**src/rtl/timer_bank_pkg.sv**
```systemverilog
// +----------------------------------------------------------------------+
// | timer_bank_pkg : register map and CTRL bit positions for timer_bank  |
// | Rev 1.0                                                              |
// +----------------------------------------------------------------------+
`default_nettype none

package timer_bank_pkg;

  localparam logic [3:0] TB_INDEX    = 4'h0;
  localparam logic [3:0] TB_PERIOD0  = 4'h1;
  localparam logic [3:0] TB_PERIOD1  = 4'h2;
  localparam logic [3:0] TB_PERIOD2  = 4'h3;
  localparam logic [3:0] TB_PERIOD3  = 4'h4;
  localparam logic [3:0] TB_LOAD     = 4'h5;
  localparam logic [3:0] TB_CTRL     = 4'h6;
  localparam logic [3:0] TB_STATUS   = 4'h7;
  localparam logic [3:0] TB_STATUS_H = 4'h8;
  localparam logic [3:0] TB_MASK_L   = 4'h9;
  localparam logic [3:0] TB_MASK_H   = 4'hA;
  localparam logic [3:0] TB_VALUE0   = 4'hC;
  localparam logic [3:0] TB_VALUE1   = 4'hD;
  localparam logic [3:0] TB_VALUE2   = 4'hE;
  localparam logic [3:0] TB_VALUE3   = 4'hF;

  localparam int CTRL_EN_BIT = 0;
  localparam int CTRL_OS_BIT = 1;

endpackage

`default_nettype wire

```
**src/rtl/timer_bank_if.sv**
```systemverilog
// +----------------------------------------------------------------------+
// | timer_bank_if : CPU byte register bus of the timer bank              |
// | Rev 1.0                                                              |
// +----------------------------------------------------------------------+
`default_nettype none

interface timer_bank_if;
  logic       cs;
  logic [3:0] addr;
  logic       wr_en;
  logic [7:0] wr_data;
  logic [7:0] rd_data;

  modport master (output cs, addr, wr_en, wr_data, input rd_data);
  modport slave  (input cs, addr, wr_en, wr_data, output rd_data);
endinterface

`default_nettype wire

```
**src/rtl/timer_bank_channel.sv**
```systemverilog
// +----------------------------------------------------------------------+
// | timer_bank_channel : one up-counter with shadowed period, one-shot   |
// | Rev 1.0                                                              |
// +----------------------------------------------------------------------+
`default_nettype none

module timer_bank_channel
  import timer_bank_pkg::*;
#(
  parameter int WIDTH = 20
) (
  input  logic             clk,
  input  logic             reset_n,
  input  logic             tick_en,
  input  logic             period_wr,
  input  logic [1:0]       period_byte,
  input  logic [7:0]       wr_data,
  input  logic             load,
  input  logic             ctrl_wr,
  input  logic             status_clr,
  output logic [WIDTH-1:0] period,
  output logic [WIDTH-1:0] value,
  output logic             enable,
  output logic             oneshot,
  output logic             status
);

  logic [WIDTH-1:0] period_q, period_d;
  logic [WIDTH-1:0] committed_q, committed_d;
  logic [WIDTH-1:0] value_q, value_d;
  logic             enable_q, enable_d;
  logic             oneshot_q, oneshot_d;
  logic             status_q, status_d;
  logic [31:0]      period_merge;
  logic             count_ok;
  logic             expire;

  always_comb begin
    period_merge = 32'(period_q);
    period_merge[{period_byte, 3'b000} +: 8] = wr_data;
    period_d    = period_wr ? period_merge[WIDTH-1:0] : period_q;
    committed_d = committed_q;
    value_d     = value_q;
    enable_d    = enable_q;
    oneshot_d   = oneshot_q;
    status_d    = status_q;

    count_ok = tick_en & enable_q & (committed_q != '0);
    expire   = count_ok & (value_q == committed_q - WIDTH'(1));

    if (count_ok) begin
      if (expire) begin
        value_d = '0;
        if (oneshot_q) enable_d = 1'b0;
      end else begin
        value_d = value_q + WIDTH'(1);
      end
    end
    if (load) begin
      value_d     = '0;
      committed_d = period_q;
    end
    if (ctrl_wr) begin
      enable_d  = wr_data[CTRL_EN_BIT];
      oneshot_d = wr_data[CTRL_OS_BIT];
    end
    // expiry is applied after the clear so a colliding W1C loses
    if (status_clr) status_d = 1'b0;
    if (expire)     status_d = 1'b1;
  end

  always_ff @(posedge clk or negedge reset_n) begin
    if (!reset_n) begin
      period_q    <= '0;
      committed_q <= '0;
      value_q     <= '0;
      enable_q    <= 1'b0;
      oneshot_q   <= 1'b0;
      status_q    <= 1'b0;
    end else begin
      period_q    <= period_d;
      committed_q <= committed_d;
      value_q     <= value_d;
      enable_q    <= enable_d;
      oneshot_q   <= oneshot_d;
      status_q    <= status_d;
    end
  end

  assign period  = period_q;
  assign value   = value_q;
  assign enable  = enable_q;
  assign oneshot = oneshot_q;
  assign status  = status_q;

endmodule

`default_nettype wire

```
**src/rtl/timer_bank.sv**
```systemverilog
// +----------------------------------------------------------------------+
// | timer_bank : CHANNELS programmable timers, byte register bus, IRQ    |
// | Rev 1.0                                                              |
// +----------------------------------------------------------------------+
`default_nettype none

module timer_bank
  import timer_bank_pkg::*;
#(
  parameter int CHANNELS = 8,
  parameter int WIDTH    = 20,
  parameter int IDX_W    = 3
) (
  input  logic                clk,
  input  logic                reset_n,
  input  logic                tick_en,
  timer_bank_if.slave         bus,
  output logic                irq,
  output logic [CHANNELS-1:0] irq_status
);

  logic [7:0]          index_q, index_d;
  logic [CHANNELS-1:0] mask_q, mask_d;
  logic [WIDTH-1:0]    snap_q, snap_d;
  logic [7:0]          rd_data_q, rd_data_d;
  logic                irq_q, irq_d;

  logic [WIDTH-1:0]    ch_period [CHANNELS];
  logic [WIDTH-1:0]    ch_value  [CHANNELS];
  logic [CHANNELS-1:0] ch_en, ch_os, ch_status, ch_sel, status_clr;

  logic             wr, rd, in_range, period_wr, load, ctrl_wr;
  logic [3:0]       addr_m1;
  logic [IDX_W-1:0] idx;
  logic [WIDTH-1:0] sel_period, sel_value;
  logic             sel_en, sel_os;
  logic [31:0]      period_ext, snap_ext;
  logic [15:0]      status_ext, mask_ext;
  logic [7:0]       rd_mux;

  always_comb begin
    wr        = bus.cs & bus.wr_en;
    rd        = bus.cs & ~bus.wr_en;
    in_range  = index_q < 8'(CHANNELS);
    idx       = index_q[IDX_W-1:0];
    addr_m1   = bus.addr - 4'h1;
    period_wr = wr & (bus.addr >= TB_PERIOD0) & (bus.addr <= TB_PERIOD3);
    load      = wr & (bus.addr == TB_LOAD);
    ctrl_wr   = wr & (bus.addr == TB_CTRL);

    // out-of-range index selects nothing and reads back as zero
    sel_period = in_range ? ch_period[idx] : '0;
    sel_value  = in_range ? ch_value[idx]  : '0;
    sel_en     = in_range & ch_en[idx];
    sel_os     = in_range & ch_os[idx];

    index_d = (wr && bus.addr == TB_INDEX) ? bus.wr_data : index_q;
    mask_d  = mask_q;
    for (int i = 0; i < CHANNELS; i++) begin
      status_clr[i] = wr & (bus.addr == ((i < 8) ? TB_STATUS : TB_STATUS_H)) & bus.wr_data[i % 8];
      if (wr && bus.addr == ((i < 8) ? TB_MASK_L : TB_MASK_H)) mask_d[i] = bus.wr_data[i % 8];
    end

    period_ext = 32'(sel_period);
    snap_ext   = 32'(snap_q);
    status_ext = 16'(ch_status);
    mask_ext   = 16'(mask_q);
    rd_mux     = 8'h00;
    case (bus.addr)
      TB_INDEX:    rd_mux = index_q;
      TB_PERIOD0, TB_PERIOD1, TB_PERIOD2, TB_PERIOD3:
                   rd_mux = period_ext[{addr_m1[1:0], 3'b000} +: 8];
      TB_CTRL:     rd_mux = {6'b0, sel_os, sel_en};
      TB_STATUS:   rd_mux = status_ext[7:0];
      TB_STATUS_H: rd_mux = status_ext[15:8];
      TB_MASK_L:   rd_mux = mask_ext[7:0];
      TB_MASK_H:   rd_mux = mask_ext[15:8];
      TB_VALUE0:   rd_mux = sel_value[7:0];
      TB_VALUE1, TB_VALUE2, TB_VALUE3:
                   rd_mux = snap_ext[{bus.addr[1:0], 3'b000} +: 8];
      default:     rd_mux = 8'h00;
    endcase

    rd_data_d = bus.cs ? rd_mux : rd_data_q;
    snap_d    = (rd && bus.addr == TB_VALUE0) ? sel_value : snap_q;
    irq_d     = |(ch_status & mask_q);
  end

  always_ff @(posedge clk or negedge reset_n) begin
    if (!reset_n) begin
      index_q   <= '0;
      mask_q    <= '0;
      snap_q    <= '0;
      rd_data_q <= '0;
      irq_q     <= 1'b0;
    end else begin
      index_q   <= index_d;
      mask_q    <= mask_d;
      snap_q    <= snap_d;
      rd_data_q <= rd_data_d;
      irq_q     <= irq_d;
    end
  end

  for (genvar i = 0; i < CHANNELS; i++) begin : g_channel
    assign ch_sel[i] = in_range && (index_q == 8'(i));

    timer_bank_channel #(.WIDTH(WIDTH)) u_channel (
      .clk        (clk),
      .reset_n    (reset_n),
      .tick_en    (tick_en),
      .period_wr  (period_wr & ch_sel[i]),
      .period_byte(addr_m1[1:0]),
      .wr_data    (bus.wr_data),
      .load       (load & ch_sel[i]),
      .ctrl_wr    (ctrl_wr & ch_sel[i]),
      .status_clr (status_clr[i]),
      .period     (ch_period[i]),
      .value      (ch_value[i]),
      .enable     (ch_en[i]),
      .oneshot    (ch_os[i]),
      .status     (ch_status[i])
    );
  end

  assign bus.rd_data = rd_data_q;
  assign irq         = irq_q;
  assign irq_status  = ch_status;

endmodule

`default_nettype wire

```
**src/flat_wrapper.sv**
```systemverilog
// flat-port wrapper written by rule: the top's interface ports become plain ports
module timer_bank_flat import timer_bank_pkg::*;
#(
  parameter int CHANNELS = 8,
  parameter int WIDTH    = 20,
  parameter int IDX_W    = 3
)
  (clk, reset_n, tick_en, irq, irq_status, bus_cs, bus_addr, bus_wr_en, bus_wr_data, bus_rd_data);
  timer_bank_if bus_i ();
  input  logic clk;
  input  logic reset_n;
  input  logic tick_en;
  output logic irq;
  output logic [CHANNELS-1:0] irq_status;
  input wire logic [$bits(bus_i.cs)-1:0] bus_cs;
  input wire logic [$bits(bus_i.addr)-1:0] bus_addr;
  input wire logic [$bits(bus_i.wr_en)-1:0] bus_wr_en;
  input wire logic [$bits(bus_i.wr_data)-1:0] bus_wr_data;
  output wire logic [$bits(bus_i.rd_data)-1:0] bus_rd_data;
  assign bus_i.cs = bus_cs;
  assign bus_i.addr = bus_addr;
  assign bus_i.wr_en = bus_wr_en;
  assign bus_i.wr_data = bus_wr_data;
  assign bus_rd_data = bus_i.rd_data;
  timer_bank #(.CHANNELS(CHANNELS), .WIDTH(WIDTH), .IDX_W(IDX_W)) u_core (.clk(clk), .reset_n(reset_n), .tick_en(tick_en), .bus(bus_i), .irq(irq), .irq_status(irq_status));
endmodule
```
**config.mk**
```make
export PLATFORM = sky130hd
export DESIGN_NAME = timer_bank_flat
export DESIGN_NICKNAME = d
export VERILOG_FILES = /design/src/rtl/timer_bank_pkg.sv /design/src/rtl/timer_bank_if.sv /design/src/rtl/timer_bank_channel.sv /design/src/rtl/timer_bank.sv /design/src/flat_wrapper.sv
export SDC_FILE = /design/constraint.sdc
export NUM_CORES = 1
export LEC_CHECK = 0
export CORE_MARGIN = 5
export CORE_UTILIZATION = 45
export DETAILED_ROUTE_END_ITERATION = 8
export GPL_TIMING_DRIVEN = 0
export SYNTH_ARGS = -nofsm -noshare
export SYNTH_HDL_FRONTEND = slang
export SYNTH_SLANG_ARGS = --single-unit
```
**constraint.sdc**
```tcl
create_clock -name clk -period 4.99 [get_ports clk]
set_input_delay 1.497 -clock clk [delete_from_list [all_inputs] [get_ports clk]]
set_output_delay 1.497 -clock clk [all_outputs]
set_load 0.005 [all_outputs]
```
## Word-level counts from Yosys, hierarchy flattened

Index checks and enable logic that the tools add are counted.

| operators by class | value |
|---|---|
| eq/ne operators | 27 |
| $lt $le $gt $ge | 5 |
| reduce and logical (&&, ||, !) cells | 72 |
| shift operators | 4 |
| bitwise gates (word level) | 68 |
| add/subtract/negate cells | 18 |
| mux-type cells | 93 |

Operators with widths:

| kind | number |
|---|---|
| $mux W20 | 30 |
| $bwmux W32 | 8 |
| $add A20 B1 Y20 const B | 8 |
| $eq A20 B20 Y1 | 8 |
| $reduce_bool A20 Y1 | 8 |
| $sub A20 B1 Y20 const B | 8 |
| $bmux W20 S3 | 2 |
| $reduce_bool A2 Y1 | 40 |
| $and A1 B1 Y1 | 65 |
| $shiftx A32 B6 Y8 | 2 |
| $pmux W8 S7 | 1 |
| $mux W1 | 50 |
| $eq A8 B3 Y1 const B | 4 |
| $shift A8 B7 Y32 const A | 1 |
| $shiftx A8 B7 Y32 | 1 |
| $reduce_and A3 Y1 | 8 |
| $eq A4 B4 Y1 const B | 5 |
| $eq A4 B3 Y1 const B | 4 |
| $eq A8 B2 Y1 const B | 2 |
| $logic_and A1 B1 Y1 | 11 |
| $and A8 B8 Y8 | 1 |
| $eq A4 B2 Y1 const B | 2 |
| $eq A8 B1 Y1 const B | 1 |
| $logic_not A8 Y1 | 1 |
| 15 further kinds | 16 |

| storage, ports and cells | value |
|---|---|
| output and inout port bits | 17 |
| register bits | 549 |
| word-level logic and storage cells | 340 |

## Longest topological paths before layout

Gate-level depths: netlist (run 1).

| logic depth | value |
|---|---|
| depth in word-level cells | 7 |
| mapped depth | 13 |
| gate-level depth less buffers | 10 |

## Modules after synthesis

Synthesis (run 1) repeated with hierarchy kept, for this count alone.

| second synthesis, totals | value |
|---|---|
| cells, all modules | 3,248 |
| area, all modules | 33,022.9 um^2 |

By module, submodules not included:

| module | cells each | times used | area an instance (um^2) | sequential area each (um^2) |
|---|---|---|---|---|
| timer_bank_channel at u_core.g_channel[3].u_channel ... | 323 | 4 | 3,331.9 | 1,576.5 |
| timer_bank_channel at u_core.g_channel[0].u_channel ... | 387 | 3 | 3,706.1 | 1,576.5 |
| timer_bank | 458 | 1 | 5,154.9 | 1,126.1 |
| timer_bank_channel at u_core.g_channel[7].u_channel | 337 | 1 | 3,422.0 | 1,576.5 |

## Worst setup path after synthesis (run 1)

OpenSTA, ideal clock, no wires.

| path | value |
|---|---|
| kind | input to register |
| start | input port bus_addr[1] |
| end | register u_core.g_channel[2].u_channel.value_q[6] |
| library setup time | 0.121 ns |
| data arrival time | 3.677 ns |
| path slack | 1.192 ns |
| required time | 4.869 ns |
| stages on the path | 12 |
| cell sequence | clkbuf_1 inv_1 ha_1 clkbuf_1 and4_1 clkbuf_1 nand2_1 nand2_1 clkbuf_1 clkbuf_1 o31ai_1 a22o_1 |

| between the ends | value |
|---|---|
| word-level cells in the longest chain between the ends | 4 |
| elaborated cells on any way between the ends | 5 |

Ends and longest elaborated chain:

| item | RTL line | source |
|---|---|---|
| start, declared | flat_wrapper.sv:16 | `input wire logic [$bits(bus_i.addr)-1:0] bus_addr;` |
| $eq A4 B3 Y1 * | timer_bank.sv:48 | `load = wr & (bus.addr == TB_LOAD);` |
| $and A1 B1 Y1 * | timer_bank.sv:48 |  |
| $and A1 B1 Y1 * | timer_bank.sv:115 | `.load (load & ch_sel[i]),` |
| $mux W20 / $reduce_bool A2 Y1 (equally long branches) | n/a |  |
| end signal, assigned | timer_bank_channel.sv:83 | `value_q <= value_d;` |
| end, declared | timer_bank_channel.sv:30 | `logic [WIDTH-1:0] value_q, value_d;` |

Every way passes the cells marked *; elsewhere a longest branch is shown, timed or not.
A chain may end at the register's enable or synchronous reset.

## Final worst setup path (run 1)

| path | value |
|---|---|
| start | input port bus_addr[1] |
| end | register u_core.rd_data_q[3], in the netlist u_core.bus.rd_data[3] |

| between the ends | value |
|---|---|
| word-level cells in the longest chain between the ends | 3 |
| elaborated cells on any way between the ends | 18 |

Ends and longest elaborated chain:

| item | RTL line | source |
|---|---|---|
| $sub A2 B1 Y2 (tied with other cells) | timer_bank.sv:46 | `addr_m1 = bus.addr - 4'h1;` |
| $shiftx A32 B6 Y8 (tied with other cells) | timer_bank.sv:72 | `rd_mux = period_ext[{addr_m1[1:0], 3'b000} +: 8];` |
| $pmux W8 S7 * | timer_bank.sv:69 | `case (bus.addr)` |
| end signal, assigned | timer_bank.sv:100 | `rd_data_q <= rd_data_d;` |
| end, declared | timer_bank.sv:25 | `logic [7:0] rd_data_q, rd_data_d;` |

Marks and branches as above.

==> impl_summary.txt, run 1 <==
----------------------------------------------------
[Timing]
  Highest Clock Rate ... 202 MHz
  Worst clock skew ... 0.0292 ns
  Final critical-path share of the clock period ... 99.0%
  Unrepaired setup endpoints after global routing ... no
  Worst Max-Slew Pin Slew ... 1.50 ns
  Final Hold Violating Endpoints ... 0
  Setup TNS after final layout ... 0 ns
  Worst relative slew slack ... -1.30%
  Minimum clock period ... 4.94 ns
  PnR worst setup slack ... 0.0496 ns
  Finish-stage setup viols ... 0
  Final Slew Violations ... 1

[Drt]
  Mean number of vias per cell ... 6.29
  DRT iter0 DRCs ... 3641
  Via count ... 29100
  Detailed-route wire length ... 118 mm
  Residual DRC count ... 0
  Router iterations before antenna repair ... 5
  Residual antenna-violating net count after detailed routing ... 0
  Routed length per instance ... 25.6 microns

[Finish]
  Final non-filler cell area ... 36900 sq um
  Final standard cell utilization of the core ... 50.6%
  Area added between synthesis and finish ... 11.4%
  Total area of multi-input combinational cells ... 18200 sq um
  Share of layout cells above drive strength 1 ... 12.3%
  Final layout net count ... 3667
  Number of fill cells in the layout ... 6868
  Cell Count, Final, Fillers Out ... 4623
  Area used by sequential logic in the layout ... 13700 sq um

[Synthesis]
  Commonest cells post-synth ... 661 x nand2_1, 549 x dfrtp_1, 204 x nor2_1
  Avg Cell Area, Syn ... 9.41 sq um
  FF+latch count, synth ... 549
  Post-synthesis instance area ... 33200 sq um
  Share of flip-flops with an asynchronous set or reset ... 100%
  Share of the synthesized area in the top cell type ... 41.4%
  Synthesized netlist net count ... 3570
  Post-synth top flop ... dfrtp_1
  Synthesized instance count ... 3522
  Leading cell type by number of instances after synthesis ... nand2_1
  Number of enable-type register cells in the synthesized netlist ... 0
  Cell types with the largest area share after synthesis ... dfrtp_1 41%, nand2_1 7.5%, mux2_2 6.2%
  Library cell occupying the most area in the post-synthesis netlist ... dfrtp_1
  Yosys warning total ... 0
  Count of distinct cell types in the synthesized netlist ... 80
  Share of synthesized area occupied by flip-flops and latches ... 41.4%

[Global route]
  Via count of the first global-routing pass ... 26500
  Global-route wire length before repair ... 176 mm
  Remaining Overflow, GRT ... 0
  Initial antenna violation count ... 8
  Largest net degree at the start of global routing ... 117
  Global Route Usage Sum ... 29.2%

[Worst setup path]
  Crit-path cells ... clkdlybuf4s50_1 > clkbuf_1 > inv_1 > ha_1 > clkbuf_1 > o41ai_1 > nor3_1 > o21ai_0 > o21ai_0
  Data required time at the worst endpoint ... 5.51 ns
  Crit-path max FO ... 10
  Largest delay contributor family on the critical path ... compound AO/OA/AOI/OAI gates
  Data arrival time of the worst path ... 5.46 ns
  Max stage delay on crit path ... 1.34 ns
  Endpoint class of the critical path ... register
  Launching element type of the critical path ... primary input
  Cell with the largest stage delay on the worst path ... o41ai_1
  Critical path type ... in -> reg
  Buffer and inverter count on the worst path ... 4

[Placed design]
  Place WS ... -0.960 ns
  Number of port buffers ... 31
  Gpl congestion ... 0.971
  Post-DP HPWL ... 89.3 mm
  # placed instances ... 4517
  Placed cell area ... 34800 sq um

[Power]
  Part of the total power dissipated in sequential elements ... 44.6%
  Net switching share of the total power ... 26.5%
  Cell area power density ... 287 nW/um^2
  Reported leakage power ... 16.3 nW
  Combinational fraction of design power ... 10.2%
  VDD IR-drop max ... 0.000285 V
  Clock power share ... 45.2%
  Switching power ... 2.81 mW
  Internal Pwr Total ... 7.80 mW

[Clock tree]
  CTS tree ... done
  TritonCTS Sinks ... 549
  Clock root buffer master ... clkbuf_16
  Number of buffers between clock root and the deepest sink ... 3
  Number of hold-repair buffers added at the cts stage ... 0
  Maximum level of the CTS H-tree ... 2
  Cts bufs inserted ... 61
  Clock latency at the later pin of the worst-skew pair ... 0.66 ns
  Clock transition at the registers of the reported paths ... 0.06 ns

[Floorplan]
  Die area ... 79200 sq um
  Core region area ... 73000 sq um
  Die boundary width ... 281 microns
  DIE HEIGHT ... 281 microns
  Standard-cell row count ... 99
  Initial Utilization ... 45.4%
  Number of top-level pins ... 34

[Run]
  Number of maximum-capacitance constraint violations ... 1

[Hold path]
  Path type of the worst min-delay path ... reg -> reg

[Run status]
  Violated checks ... max-capacitance violations, max-slew violations
  Status ... finished, violations left

----------------------------------------------------
-- area by class of cell --
cell class | instances | area share (%)
tap | 959 | 3.25
inverter | 60 | 0.610
multi-input combinational | 2668 | 49.4
clock inverter | 27 | 1.03
antenna | 3 | 0.0203
sequential | 549 | 37.2
timing repair buffer | 36 | 1.23
clock buffer | 78 | 4.61
buffer | 243 | 2.62
-- logic make-up (layout without fill, tap and decap cells) --
group           after synthesis  count (layout)  synth area share (%)
compound gates              601             601                  12.9
other cells                   0               3                     0
simple gates               1526            1526                  22.2
buf+inv                     305             444                  3.61
mux                         313             313                  13.5
xor+xnor                    197             197                  5.20
flops                       549             549                  41.4
fa+ha+maj                    31              31                  1.17
-- stage by stage --
stage / total power [mW] / hold WS (ns)
final: 10.6 / 0.480
after detailed placement: 5.86 / 0.470
after floorplan: 5.38 / 0.444
after CTS: 10.6 / 0.482
after global routing: 10.9 / 0.508
after global placement: 5.85 / 0.461
-- worst paths after layout --
kind,to,slack [ns],startpoint,depth (start not counted)
setup / recovery,u_core.bus.rd_data[3]$_DFFE_PN0P_,0.05,bus_addr[1],9
hold / removal,u_core.snap_q[4]$_DFFE_PN0P_,0.48,u_core.snap_q[4]$_DFFE_PN0P_,2
setup reg to reg,u_core.snap_q[13]$_DFFE_PN0P_,0.12,u_core.index_q[1]$_DFFE_PN0P_,8
hold reg to reg,u_core.snap_q[4]$_DFFE_PN0P_,0.48,u_core.snap_q[4]$_DFFE_PN0P_,2
max in group asynchronous,u_core.g_channel[4].u_channel.value[6]$_DFFE_PN0P_,1.98,reset_n,5
min in group asynchronous,u_core.g_channel[2].u_channel.value[15]$_DFFE_PN0P_,0.74,reset_n,1
-- sequential cells by signal, summed over array words and instances, names as in the netlist --
name	flops
u_core.mask_q	8
u_core.g_channel.u_channel.enable	8
u_core.g_channel.u_channel.status	8
u_core.g_channel.u_channel.oneshot	8
u_core.g_channel.u_channel.period	160
u_core.index_q	8
u_core.irq	1
u_core.g_channel.u_channel.committed_q	160
u_core.g_channel.u_channel.value	160
u_core.bus.rd_data	8
u_core.snap_q	20
-- power by group through the flow --
stage / registers (mW) / clock network (mW) / logic [mW]
floorplan: 4.71 / 0 / 0.666
global placement: 4.81 / 0 / 1.04
detailed placement: 4.80 / 0 / 1.06
CTS: 4.72 / 4.84 / 1.06
global route: 4.74 / 5.03 / 1.16
finish: 4.74 / 4.79 / 1.08
-- cells in the final DEF (no fill, tap or decap), types with 58 or more instances in the layout --
cell type,netlist,final
dfrtp_1,549,549
clkbuf_16,0,63
nand2_1,661,661
mux4_2,88,88
o31ai_1,71,71
nor2_1,204,200
o21ai_0,166,166
inv_1,60,60
clkbuf_1,199,202
xor2_1,75,75
mux2_2,183,183
xnor2_1,122,122
nand3_1,137,137
nor3_1,98,97
nor4_1,75,74
a22o_1,58,58
-- tightest hold or removal path: cells and delay by family (launching register included) --
kind            cells  cell delay, ns
compound gates      1            0.06
flops               1            0.34
simple gates        1            0.04
-- per-layer routing --
layer	vias up	part of all wire, %	track usage [%]
met5	-	0	0
met3	224	10	6.52
li1	13000	-	-
met2	1375	42	41.2
met4	0	3.5	9.37
met1	14500	45	44.9
-- repair_timing --
| action | in CTS | in global routing |
|---|---|---|
| pin swaps | 0 | 0 |
| buffers inserted | 0 | 0 |
| endpoints found under the setup margin | 44 | 77 |
| cloned | 0 | 0 |
| gates resized for setup | 1 | 15 |
Note: power is estimated with default switching activity, not from simulation.
==> inputs of run 2 (changes only) <==
--- a/config.mk
+++ b/config.mk
@@ -9,6 +9,8 @@
 export CORE_UTILIZATION = 45
 export DETAILED_ROUTE_END_ITERATION = 8
 export GPL_TIMING_DRIVEN = 0
+export MAX_ROUTING_LAYER = met4
+export SLEW_MARGIN = 40
 export SYNTH_ARGS = -nofsm -noshare
 export SYNTH_HDL_FRONTEND = slang
 export SYNTH_SLANG_ARGS = --single-unit
==> run 2 against run 1 <==
The flow now finishes without violations. Clock power rose by 6.5%. Sequential share of layout area fell by 0.41 points. Count of clock-buffer cells in the layout rose by 13. Critical path type unchanged. Largest power group unchanged.
==> impl_summary.txt, run 2 (same netlist as run 1, synthesis figures left out) <==
----------------------------------------------------
[Finish]
  Total area of multi-input combinational cells ... 18400 sq um
  Share of layout cells above drive strength 1 ... 13.5%
  Final standard cell utilization of the core ... 51.2%
  Commonest cells after routing, fill and taps aside ... 661 x nand2_1, 549 x dfrtp_1, 197 x nor2_1
  Area added between synthesis and finish ... 12.6%
  Final layout net count ... 3676
  Number of fill cells in the layout ... 6691
  Area used by sequential logic in the layout ... 13700 sq um
  Most frequent standard cell in the layout excluding fill and tap cells ... nand2_1

[Worst setup path]
  Critical path type ... in -> reg
  Buffer and inverter count on the worst path ... 5
  Launching element type of the critical path ... primary input
  Crit-path max FO ... 10
  Start of the worst register-to-register path ... u_core.index_q[1]$_DFFE_PN0P_
  Cell with the largest stage delay on the worst path ... nand4_1
  Data arrival time of the worst path ... 5.38 ns
  Max stage delay on crit path ... 0.66 ns
  Internal reg-to-reg setup slack ... 0.38 ns
  Worst-case reg-to-reg path depth ... 9
  Crit-path cells ... clkdlybuf4s50_1 > clkbuf_1 > inv_1 > ha_1 > clkbuf_1 > nand4_1 > nor2_2 > nor2_1 > clkbuf_1 > a221o_1
  Data required time at the worst endpoint ... 5.48 ns
  Most repeated library cell on the critical path ... clkbuf_1
  Capturing point of the worst reg2reg path ... u_core.snap_q[12]$_DFFE_PN0P_
  Endpoint class of the critical path ... register
  Largest delay contributor family on the critical path ... buffers and inverters

[Placed design]
  Number of port buffers ... 31
  Post-DP HPWL ... 90.0 mm
  Gpl congestion ... 1.01

[Timing]
  Final Slew Violations ... 0
  Worst Max-Slew Pin Slew ... 0.910 ns
  Worst clock skew ... 0.0191 ns
  Finish-stage setup viols ... 0
  Worst relative slew slack ... 38.7%
  Unrepaired setup endpoints after global routing ... no
  Final critical-path share of the clock period ... 98.2%
  Minimum clock period ... 4.90 ns
  Final Hold Violating Endpoints ... 0
  Highest Clock Rate ... 204 MHz

[Power]
  Total power consumption of the routed design ... 10.9 mW
  Reported leakage power ... 16.6 nW
  Cell area power density ... 293 nW/um^2
  VDD IR-drop max ... 0.000267 V

[Clock tree]
  CTS tree ... done
  Count of buffers added by post-CTS timing repair for setup ... 0
  Number of buffers between clock root and the deepest sink ... 3
  Clock root buffer master ... clkbuf_16
  Clock latency at the later pin of the worst-skew pair ... 0.61 ns
  Maximum level of the CTS H-tree ... 3
  Clock transition at the registers of the reported paths ... 0.06 ns
  TritonCTS Sinks ... 549
  Cts bufs inserted ... 66

[Drt]
  Router iterations before antenna repair ... 6
  Routed length per instance ... 25.8 microns
  Residual DRC count ... 0
  Mean number of vias per cell ... 6.30
  Residual antenna-violating net count after detailed routing ... 0
  DRT iter0 DRCs ... 3537
  Detailed-route wire length ... 120 mm
  Via count ... 29200

[Global route]
  Initial antenna violation count ... 10
  Global Route Usage Sum ... 30.7%
  Global-route wire length before repair ... 179 mm
  Via count of the first global-routing pass ... 27100
  Largest net degree at the start of global routing ... 73
  Remaining Overflow, GRT ... 0

[Run status]
  Status ... finished, final reports clean

[Floorplan]
  Die area ... 79200 sq um
  Number of top-level pins ... 34
  Core region area ... 73000 sq um
  Die boundary width ... 281 microns
  Initial Utilization ... 45.4%
  DIE HEIGHT ... 281 microns
  Standard-cell row count ... 99

[Hold path]
  Path type of the worst min-delay path ... reg -> reg
  Hold endpoint ... u_core.snap_q[19]$_DFFE_PN0P_
  Number of cells traversed by the worst hold path ... 2
  Beginning of the worst hold path ... u_core.snap_q[19]$_DFFE_PN0P_

[Run]
  Number of maximum-capacitance constraint violations ... 0

----------------------------------------------------
-- run 2: changes by cell type in the layout (fill, tap and decap cells not counted), sizes merged --
| cell | change |
|---|---|
| bufinv | -2 |
| buf | +3 |
| clkinv | +2 |
| clkbuf | +14 |
| inv | -1 |
-- run 2: worst max path at each step --
stage,startpoint,to,slack (ns),depth (start not counted)
after floorplan,bus_addr[1],u_core.g_channel[2].u_channel.value[6]$_DFFE_PN0P_,1.19,12
after global placement,reset_n,u_core.g_channel[4].u_channel.value[6]$_DFFE_PN0P_,-23.21,1
after detailed placement,bus_addr[1],u_core.g_channel[5].u_channel.value[13]$_DFFE_PN0P_,-0.78,12
after CTS,bus_addr[1],u_core.g_channel[5].u_channel.value[18]$_DFFE_PN0P_,0.05,11
after global routing,bus_addr[1],u_core.g_channel[5].u_channel.value[11]$_DFFE_PN0P_,0.005,10
final,bus_addr[1],u_core.g_channel[5].u_channel.value[8]$_DFFE_PN0P_,0.09,10
-- run 2: routing by layer --
metal	vias up	wire, microns	global-route usage [%]	share of wire, %
met5	-	0	-	0
met4	0	3940	9.61	3.3
met3	202	13100	7.09	11
met2	1413	50000	42.6	42
met1	14600	52500	44.6	44
li1	13000	-	-	-
-- run 2: metrics by stage --
stage | cells | hold WS, ns | setup WS [ns] | cell area (sq um) | TNS, ns
after floorplan | 3522 | 0.444 | 1.19 | 33200 | 0
after global placement | 4512 | 0.459 | -23.21 | 34700 | -
after detailed placement | 4520 | 0.466 | -0.778 | 35000 | -77.87
after CTS | 4635 | 0.480 | 0.0526 | 37200 | 0
after global routing | 4638 | 0.497 | 0.00455 | 37300 | 0
final | 4639 | 0.478 | 0.0920 | 37300 | 0
-- run 2: worst reg2reg max path: stages, from the launching register on --
cell and delay [ns]:
dfrtp_1 0.40, buf_1 0.31, buf_6 0.21, clkbuf_1 0.59, clkbuf_1 0.74, buf_1 0.74
buf_1 0.56, mux4_2 0.52, mux2i_1 0.27, o21ai_0 0.12
-- run 2: power breakdown --
group	switching, mW	internal (mW)	total [mW]
sequential	0.181	4.56	4.74
combinational	0.696	0.411	1.11
clock	2.00	3.10	5.10
total	2.87	8.06	10.9
-- run 2: timing repair --
item	in CTS	in global routing
pin swaps	0	1
hold endpoints to repair	0	0
hold buffers	0	0
gates resized for setup	0	18
endpoints found under the setup margin	41	79
-- run 2: final cells by class --
cell class / count / area share (%)
Multi-Input combinational cell: 2668 / 49.2
Sequential cell: 549 / 36.8
Clock buffer: 91 / 5.23
Tap cell: 959 / 3.21
Buffer: 243 / 2.64
Timing Repair Buffer: 40 / 1.46
Clock inverter: 26 / 0.861
Inverter: 60 / 0.603
Antenna cell: 3 / 0.0201
